## config.mk

```make
export PLATFORM = sky130hd
export DESIGN_NAME = riscboy_ppu_busarb
export DESIGN_NICKNAME = d
export VERILOG_FILES = /design/src/rtl/riscboy_ppu_busarb_pkg.sv /design/src/rtl/riscboy_ppu_rr_arbiter.sv /design/src/rtl/riscboy_ppu_busarb.sv
export SDC_FILE = /design/constraint.sdc
export NUM_CORES = 1
export LEC_CHECK = 0
export CORE_UTILIZATION = 41
export CTS_BUF_LIST = sky130_fd_sc_hd__clkbuf_4 sky130_fd_sc_hd__clkbuf_8
export CTS_CLUSTER_DIAMETER = 40
export DETAILED_ROUTE_END_ITERATION = 10
export GPL_ROUTABILITY_DRIVEN = 0
export PLACE_DENSITY = 0.95
export SKIP_LAST_GASP = 1
export SYNTH_ARGS = -nofsm -noshare
export SYNTH_HDL_FRONTEND = slang
export SYNTH_HIERARCHICAL = 1
export SYNTH_SLANG_ARGS = --single-unit
export TNS_END_PERCENT = 30
```

## constraint.sdc

```tcl
create_clock -name clk -period 4.6 [get_ports clk]
set_input_delay 0.92 -clock clk [delete_from_list [all_inputs] [get_ports clk]]
set_output_delay 0.92 -clock clk [all_outputs]
set_load 0.05 [all_outputs]
```

## src/rtl/riscboy_ppu_busarb_pkg.sv

```systemverilog
// riscboy_ppu_busarb_pkg: AHB encodings and read-data steering shared by the PPU bus arbiter
package riscboy_ppu_busarb_pkg;
   localparam logic [1:0] HTRANS_IDLE   = 2'b00;
   localparam logic [1:0] HTRANS_NONSEQ = 2'b10;
   localparam logic [1:0] SIZE_BYTE     = 2'd0;
   localparam logic [1:0] SIZE_HALF     = 2'd1;
   localparam logic [1:0] SIZE_WORD     = 2'd2;
   // Right-justify and zero-extend the addressed lanes of a 32-bit read beat
   function automatic logic [31:0] steer_rdata(input logic [31:0] d, input logic [1:0] lsb, input logic [1:0] size);
      logic [31:0] b;
      logic [31:0] h;
      b = {24'h0, d[{lsb, 3'b000} +: 8]};
      h = {16'h0, d[{lsb[1], 4'b0000} +: 16]};
      return size == SIZE_BYTE ? b : size == SIZE_HALF ? h : d;
   endfunction
endpackage

```

## src/rtl/riscboy_ppu_rr_arbiter.sv

```systemverilog
// riscboy_ppu_rr_arbiter: one-hot pick of the first unmasked request at or after ptr, wrapping by index
module riscboy_ppu_rr_arbiter #(
   parameter int N_REQ = 4,
   parameter int W_PTR = $clog2(N_REQ)
) (
   input  logic [N_REQ-1:0] req,
   input  logic [N_REQ-1:0] mask,
   input  logic [W_PTR-1:0] ptr,
   output logic [N_REQ-1:0] gnt
);
   logic [N_REQ-1:0] elig;
   logic [N_REQ-1:0] upper;
   logic [N_REQ-1:0] pick;
   // Prefer eligible bits at or above ptr; fall back to the whole set, then isolate the lowest bit
   always_comb begin
      elig  = req & ~mask;
      upper = elig & ~((N_REQ'(1) << ptr) - N_REQ'(1));
      pick  = |upper ? upper : elig;
      gnt   = pick & (~pick + N_REQ'(1));
   end
endmodule

```

## src/rtl/riscboy_ppu_busarb.sv

```systemverilog
// riscboy_ppu_busarb: round-robin sharing of the PPU AHB-Lite read master among N_REQ fetch units.
// Tracks one address phase and one data phase; narrow reads are returned right-justified.
module riscboy_ppu_busarb
   import riscboy_ppu_busarb_pkg::*;
#(
   parameter int N_REQ  = 4,
   parameter int W_ADDR = 32,
   parameter int W_DATA = 32
) (
   input  logic                    clk,
   input  logic                    rst_n,
   input  logic [N_REQ-1:0]        req_vld,
   input  logic [N_REQ*W_ADDR-1:0] req_addr,
   input  logic [N_REQ*2-1:0]      req_size,
   output logic [N_REQ-1:0]        req_rdy,
   output logic [W_DATA-1:0]       req_data,
   output logic [W_ADDR-1:0]       ahblm_haddr,
   output logic [1:0]              ahblm_htrans,
   output logic [2:0]              ahblm_hsize,
   output logic                    ahblm_hwrite,
   input  logic                    ahblm_hready,
   input  logic                    ahblm_hresp,
   input  logic [W_DATA-1:0]       ahblm_hrdata
);
   localparam int W_PTR = $clog2(N_REQ);
   logic              aphase_vld;
   logic [W_PTR-1:0]  aphase_owner;
   logic [W_ADDR-1:0] aphase_addr;
   logic [1:0]        aphase_size;
   logic              dphase_vld;
   logic [W_PTR-1:0]  dphase_owner;
   logic [1:0]        dphase_lsb;
   logic [1:0]        dphase_size;
   logic [W_PTR-1:0]  rr_ptr;
   logic [N_REQ-1:0]  mask;
   logic [N_REQ-1:0]  gnt;
   logic [W_PTR-1:0]  gnt_idx;
   logic [W_ADDR-1:0] gnt_addr;
   logic [1:0]        gnt_size;
   logic              load;
   logic              done;
   riscboy_ppu_rr_arbiter #(.N_REQ(N_REQ), .W_PTR(W_PTR)) u_arb (
      .req  (req_vld),
      .mask (mask),
      .ptr  (rr_ptr),
      .gnt  (gnt)
   );
   // Owners of either tracked phase stay masked, which also covers the cycle their rdy pulses
   always_comb begin
      mask     = '0;
      req_rdy  = '0;
      gnt_idx  = '0;
      gnt_addr = '0;
      gnt_size = '0;
      load     = !aphase_vld || ahblm_hready;
      done     = dphase_vld && ahblm_hready;
      for (int i = 0; i < N_REQ; i++) begin
         mask[i]    = (aphase_vld && aphase_owner == W_PTR'(i)) || (dphase_vld && dphase_owner == W_PTR'(i));
         req_rdy[i] = done && dphase_owner == W_PTR'(i);
         if (gnt[i]) begin
            gnt_idx  = W_PTR'(i);
            gnt_addr = req_addr[i*W_ADDR +: W_ADDR];
            gnt_size = req_size[i*2 +: 2];
         end
      end
   end
   always_comb begin
      ahblm_htrans = aphase_vld ? HTRANS_NONSEQ : HTRANS_IDLE;
      ahblm_haddr  = aphase_addr;
      ahblm_hsize  = {1'b0, aphase_size};
      ahblm_hwrite = 1'b0;
      req_data     = done && !ahblm_hresp ? steer_rdata(ahblm_hrdata, dphase_lsb, dphase_size) : '0;
   end
   always_ff @(posedge clk or negedge rst_n) begin
      if (!rst_n) begin
         aphase_vld   <= 1'b0;
         aphase_owner <= '0;
         aphase_addr  <= '0;
         aphase_size  <= '0;
         dphase_vld   <= 1'b0;
         dphase_owner <= '0;
         dphase_lsb   <= '0;
         dphase_size  <= '0;
         rr_ptr       <= '0;
      end else begin
         if (load) begin
            aphase_vld <= |gnt;
            if (|gnt) begin
               aphase_owner <= gnt_idx;
               aphase_addr  <= gnt_addr;
               aphase_size  <= gnt_size;
               rr_ptr       <= gnt_idx == W_PTR'(N_REQ - 1) ? '0 : gnt_idx + 1'b1;
            end
         end
         if (aphase_vld && ahblm_hready) begin
            dphase_vld   <= 1'b1;
            dphase_owner <= aphase_owner;
            dphase_lsb   <= aphase_addr[1:0];
            dphase_size  <= aphase_size;
         end else if (ahblm_hready) begin
            dphase_vld <= 1'b0;
         end
      end
   end
endmodule

```

==> results of run 1 <==
[worst min-delay path, cell delays in order, from the launching register on]
cell and delay (ns):
dfrtp_1 0.36, a21oi_1 0.04, a31oi_1 0.12
[sequential cells by signal (all words and copies together), names as in the netlist]
| signal | count |
|---|---|
| dphase_owner | 2 |
| dphase_size | 2 |
| dphase_lsb | 2 |
| ahblm_haddr | 32 |
| dphase_vld | 1 |
| rr_ptr | 2 |
| aphase_size | 2 |
| aphase_vld | 1 |
| aphase_owner | 2 |
[final cells by class]
type                       instances  area, µm²  area share [%]
timing repair buffer             255       2510            39.0
multi-input combinational        337       2330            36.1
sequential                        46       1150            17.8
inverter                          48        180            2.79
tap                              129        161            2.50
clock buffer                       5       68.8            1.07
clock inverter                     3       43.8           0.679
[power by group through the flow]
stage / Clock [mW] / Sequential, mW / Combinational, mW
4_1_cts: 0.320 / 0.846 / 3.28
6_report: 0.316 / 0.846 / 3.28
5_1_grt: 0.338 / 0.876 / 3.49
2_1_floorplan: 0 / 1.31 / 1.90
3_3_place_gp: 0 / 0.840 / 3.17
3_5_place_dp: 0 / 0.853 / 3.27
[synthesized netlist by cell type, types with 2 or more instances]
library cell | count | area share, %
a21oi_2 | 9 | 2.0
nor3b_1 | 2 | 0.38
nand2b_4 | 3 | 1.1
o32ai_1 | 2 | 0.45
a21oi_1 | 71 | 9.1
inv_1 | 47 | 4.5
a31oi_1 | 34 | 5.5
dfrtp_1 | 46 | 30
mux4_2 | 8 | 4.6
nand2b_1 | 5 | 0.80
buf_6 | 8 | 2.3
nand3b_1 | 36 | 6.9
buf_2 | 14 | 1.8
nand2_1 | 58 | 5.6
or4_1 | 2 | 0.38
and2_1 | 16 | 2.6
clkbuf_1 | 20 | 1.9
a22o_1 | 34 | 7.6
mux2i_1 | 8 | 2.1
buf_4 | 5 | 0.96
mux2_2 | 5 | 1.4
nor2_1 | 4 | 0.38
o22ai_1 | 9 | 1.4
o21ai_1 | 2 | 0.26
o21ai_0 | 8 | 1.0
[how the worst max path moves through the flow]
stage | endpoint | startpoint
floorplan | req_data[6] | ahblm_hready
global placement | req_data[6] | ahblm_hready
detailed placement | req_data[7] | ahblm_hready
CTS | req_data[7] | ahblm_hready
global route | req_data[7] | ahblm_hready
finish | req_data[7] | ahblm_hready
[routing by layer]
metal	vias to the layer above	part of all wire (%)	wire length, µm
met1	2159	35	5070
li1	2137	-	-
met2	236	52	7480
met5	-	0	0
met3	41	8.2	1170
met4	0	4.0	566
[logic make-up (layout without fill, tap and decap cells)]
| logic type | after synthesis | after routing |
|---|---|---|
| buffers and inverters | 97 | 311 |
| and+or+nand+nor | 137 | 137 |
| AOI/OAI and AO/OA | 176 | 176 |
| DFF | 46 | 46 |
| muxes | 21 | 21 |
| other | 1 | 3 |
==> metrics, run 1 <==
port bufs=between 200 and 250; Arr. time, crit path=3.34 ns; EDFF count, synth=0; met1 usage=27.1%; Sw Share=52.8%; leakage=2.65 nW; # fillers=692; Final #Nets=approximately 870; Clock transition at path regs=0.09 ns; post-synthesis mux area share=8.11%; worst-skew pair later-pin latency=0.30 ns; Rows=35; vias per cell=between 5 and 6; Main synth FF type=dfrtp_1; Max FO, Critical Path=16; min-delay src=ahblm_haddr[13]; first-pass GRT wire length=21.6 mm; Post-Synth Adder-Cell Area=0%; MaxCap Viol Count=0; Setup violations, final=0; Worst R2R End=ahblm_haddr[4]; Seq/Total Area, Yosys=between 20% and 30%; Sink Count=46; drt drc=0; Post-Synth XOR/XNOR Area=0%; Worst Clk Skew=~0.011 ns; number of placed I/O pins=250; fin area=6450 µm²; Unique masters post-synth=47; Post-Route WL=14.3 mm; H-tree levels=2; HPWL after DPL=10.9 mm; most frequent cells in the layout=clkdlybuf4s50_1 (241), a21oi_1 (71), nand2_1 (58), inv_1 (47), dfrtp_1 (46); Die Ht=99.5 µm; post-layout util=69.8%; Logic pwr share=73.8%; share of cells above drive strength 1=between 8 and 9%; Synth Cell Area=between 3000 and 4000 µm²; PD cells=688 nW/µm²; 1st-iter DRT viols=185; final worst setup slack=0.336 ns; Critical Path RT=3.68 ns; post-DR wirelength/cell=17.4 µm; cells on worst reg2reg path=9; synth warn=6; total global-route track usage=around 28%; final setup TNS=0 ns; Slew HR=29.1%; maximum vdd drop=332 µV; final antenna-violating net count=0; worst slew pin tran=1.06 ns; Resize count post-CTS=0; non-filler cells, final=823; Worst path slowest cell=clkdlybuf4s50_1; Worst path depth=5; WP buf/inv=2; # placed instances=815; Synth Area in Simple Gates=a little over a fifth; Period minus WS final=around 4.3 ns; Worst Hold Endpoint=ahblm_haddr[13]; CP delay by family, top=buffers and inverters; complex-gate fraction of the synthesized area=29.5%; clock share of power=7.1%; Layout area overhead=65.4%; largest net degree at the start of global routing=74; largest family of logic cells by synthesized area=compound AO/OA/AOI/OAI gates; status=finished, final reports clean; crit start category=input pin; met2 Use GR=a little over half; placed cell area=6340 µm²; ys async rst share=between 90% and 100%; initial core utilization=approximately 42%; final-report hold violation count=0; WS Path Type=input pin to output port; crit path capture type=output port; total grt overflow=0; crit-path most repeated cell=clkdlybuf4s50_1; CP cell instances=clkdlybuf4s50_1 -> nand2_2 -> or3_1 -> o22ai_1 -> clkdlybuf4s50_1; maximum clock path buffer count=2; Power Internal=between 2 and 2.5 mW; vias in the first global route=about 4,500; Synth Instances=about 480; hold path cells=2; RSZ-0062 raised after global routing=false; total power=4.44 mW; r2r setup slk=approximately 1.5 ns; GR peak layer=met2; worst hold slack=approximately 0.56 ns; die area=9910 µm²; average size of a mapped cell=8.16 µm²; Tcrit/Tclk final=92.7%; die width=99.5 µm; CTS Hold Bufs=0; fmax=235 MHz; NetSw=2.34 mW; met3 Use GR=under 10%; Inserted Clock Buffers=5; Min-Delay Path Class=flip-flop to flip-flop; antenna violations before repair=0; Setup Fix Bufs, Post-CTS=0; Root Buffer=clkbuf_8; core area=9240 µm²; DRT Pass-1 Iters=5; fin. max-slew vios=0; diode count=0; CTS tree=built; pre-CTS WS=0.381 ns; max incr delay on CP=0.84 ns; Flop pwr share=19.1%; Critical R2R Launch=dphase_owner[1]; Synth Register Bits=46; via count=4,573; commonest non-fill, non-tap cell in the layout=clkdlybuf4s50_1
(Power assumes the default switching activity.)
==> run 2: changes to the inputs <==
--- a/config.mk
+++ b/config.mk
@@ -11,6 +11,7 @@
 export DETAILED_ROUTE_END_ITERATION = 10
 export GPL_ROUTABILITY_DRIVEN = 0
 export PLACE_DENSITY = 0.95
+export RECOVER_POWER = 25
 export SKIP_LAST_GASP = 1
 export SYNTH_ARGS = -nofsm -noshare
 export SYNTH_HDL_FRONTEND = slang
==> run 2 against run 1 <==
The flow now finishes with violations (max-capacitance violations, max-slew violations). Global-route usage did not move. Clock skew did not move. Utilization barely moved. Cell count did not move. Sequential power barely moved. Count of clock-buffer cells in the layout did not move. Combinational power barely moved. Power barely moved. Critical endpoint unchanged.
==> metrics, run 2 (synthesized netlist as in run 1, its figures left out) <==
pre-CTS WS=0.381 ns (unchanged); antenna violations before repair=0 (unchanged); Inserted Clock Buffers=5 (unchanged); GR peak layer=met2 (unchanged); Critical Path RT=3.68 ns (about the same); crit start category=input pin (unchanged); CTS tree=built (unchanged); HPWL after DPL=10.9 mm (unchanged); first-pass GRT wire length=21.6 mm (unchanged); Period minus WS final=4.26 ns (about the same); Resize count post-CTS=0 (unchanged); WS Path Type=input pin to output port (unchanged); total grt overflow=0 (unchanged); Rows=35 (unchanged); port bufs=246 (unchanged); vias per cell=5.55 (was 5.56); final-report hold violation count=0 (unchanged); met2 Use GR=53.3% (unchanged); MaxCap Viol Count=1 (was 0); final worst setup slack=0.343 ns (was 0.336 ns); Setup violations, final=0 (unchanged); number of placed I/O pins=250 (unchanged); Min-Delay Path Class=flip-flop to flip-flop (unchanged); Layout area overhead=65.3% (was 65.4%); maximum clock path buffer count=2 (unchanged); # placed instances=815 (unchanged); worst slew pin tran=2.54 ns (was 1.06 ns); vias in the first global route=4,501 (unchanged); Setup Fix Bufs, Post-CTS=0 (unchanged); DRT Pass-1 Iters=5 (unchanged); maximum vdd drop=332 µV (about the same); Clock transition at path regs=0.09 ns (about the same); final setup TNS=0 ns (unchanged); RSZ-0062 raised after global routing=false (unchanged); Arr. time, crit path=3.34 ns (about the same); met1 usage=27.1% (unchanged); post-DR wirelength/cell=17.4 µm (about the same); Slew HR=-69.6% (was 29.1%); Worst Clk Skew=0.0107 ns (unchanged); 1st-iter DRT viols=186 (was 185); leakage=2.65 nW (about the same); CTS Hold Bufs=0 (unchanged); met3 Use GR=7.66% (unchanged); most frequent cells in the layout=clkdlybuf4s50_1 (241), a21oi_1 (71), nand2_1 (58), inv_1 (47), dfrtp_1 (46) (unchanged); Root Buffer=clkbuf_8 (unchanged); drt drc=0 (unchanged); Max FO, Critical Path=16 (unchanged); via count=4,571 (was 4,573); commonest non-fill, non-tap cell in the layout=clkdlybuf4s50_1 (unchanged); die area=9910 µm² (unchanged); Post-Route WL=14.3 mm (about the same); fin. max-slew vios=47 (was 0); crit path capture type=output port (unchanged); max FFs per register=32 (unchanged); core area=9240 µm² (unchanged); worst-skew pair later-pin latency=0.30 ns (about the same); PD cells=688 nW/µm² (about the same); H-tree levels=2 (unchanged); total global-route track usage=27.8% (unchanged); share of cells above drive strength 1=8.36% (was 8.50%); Sink Count=46 (unchanged); fmax=235 MHz (about the same); failing checks=max-capacitance violations, max-slew violations; die width=99.5 µm (unchanged); Tcrit/Tclk final=92.5% (was 92.7%); non-filler cells, final=823 (unchanged); diode count=0 (unchanged); Die Ht=99.5 µm (unchanged); # fillers=692 (unchanged); Final #Nets=869 (unchanged); status=finished with violations (was finished, final reports clean); initial core utilization=42.2% (unchanged); largest net degree at the start of global routing=74 (unchanged); final antenna-violating net count=0 (unchanged)
## run 2: cell count changes in the layout (fill, tap and decap cells not counted)
cell and delta:
buf_2 -1, clkbuf_1 +1
## run 2: routing by layer
layer  part of all wire (%)  wire (µm)  vias up
li1                       -          -     2137
met1                     36       5070     2155
met2                     52       7470      238
met3                    8.3       1180       41
met4                    4.0        566        0
met5                      0          0        -
## run 2: path summary, 6_finish.rpt
path,startpoint,endpoint,slack [ns],depth (start not counted)
worst min register to register,ahblm_haddr[13],ahblm_haddr[13],0.56,2
worst min-delay path,ahblm_haddr[13],ahblm_haddr[13],0.56,2
max in group asynchronous,rst_n,aphase_owner[1],1.76,1
worst max-delay path,ahblm_hready,req_data[7],0.34,5
min in group asynchronous,rst_n,dphase_size[1],1.40,1
worst max register to register,dphase_owner[1],ahblm_haddr[4],1.51,9
## run 2: critical path, cell delays in order
cell and delay, ns:
clkdlybuf4s50_1 0.56, nand2_2 0.13, or3_1 0.63, o22ai_1 0.25, clkdlybuf4s50_1 0.84
## run 2: layout make-up
type | count | area, µm² | share of cell area (%)
flip-flops and latches | 46 | 1150 | 17.8
clock buffers | 5 | 68.8 | 1.07
repair buffers | 255 | 2510 | 39.0
clock inverters | 3 | 43.8 | 0.679
multi-input cells | 337 | 2330 | 36.1
inverters | 48 | 180 | 2.79
well taps | 129 | 161 | 2.50
## run 2: through the flow
stage	cell area, µm²	hold slack, ns	total power [mW]	utilization [%]
2_1_floorplan	3910	0.501	3.21	-
3_3_place_gp	6340	0.518	4.01	68.6
3_5_place_dp	6340	0.537	4.12	68.6
4_1_cts	6450	0.557	4.45	69.8
5_1_grt	6450	0.581	4.70	69.8
6_report	6450	0.557	4.44	69.8
## run 2: power by group
group / switching, mW / total (mW) / internal [mW]
clock: 0.153 / 0.316 / 0.163
sequential: 0.215 / 0.846 / 0.631
combinational: 1.98 / 3.28 / 1.30
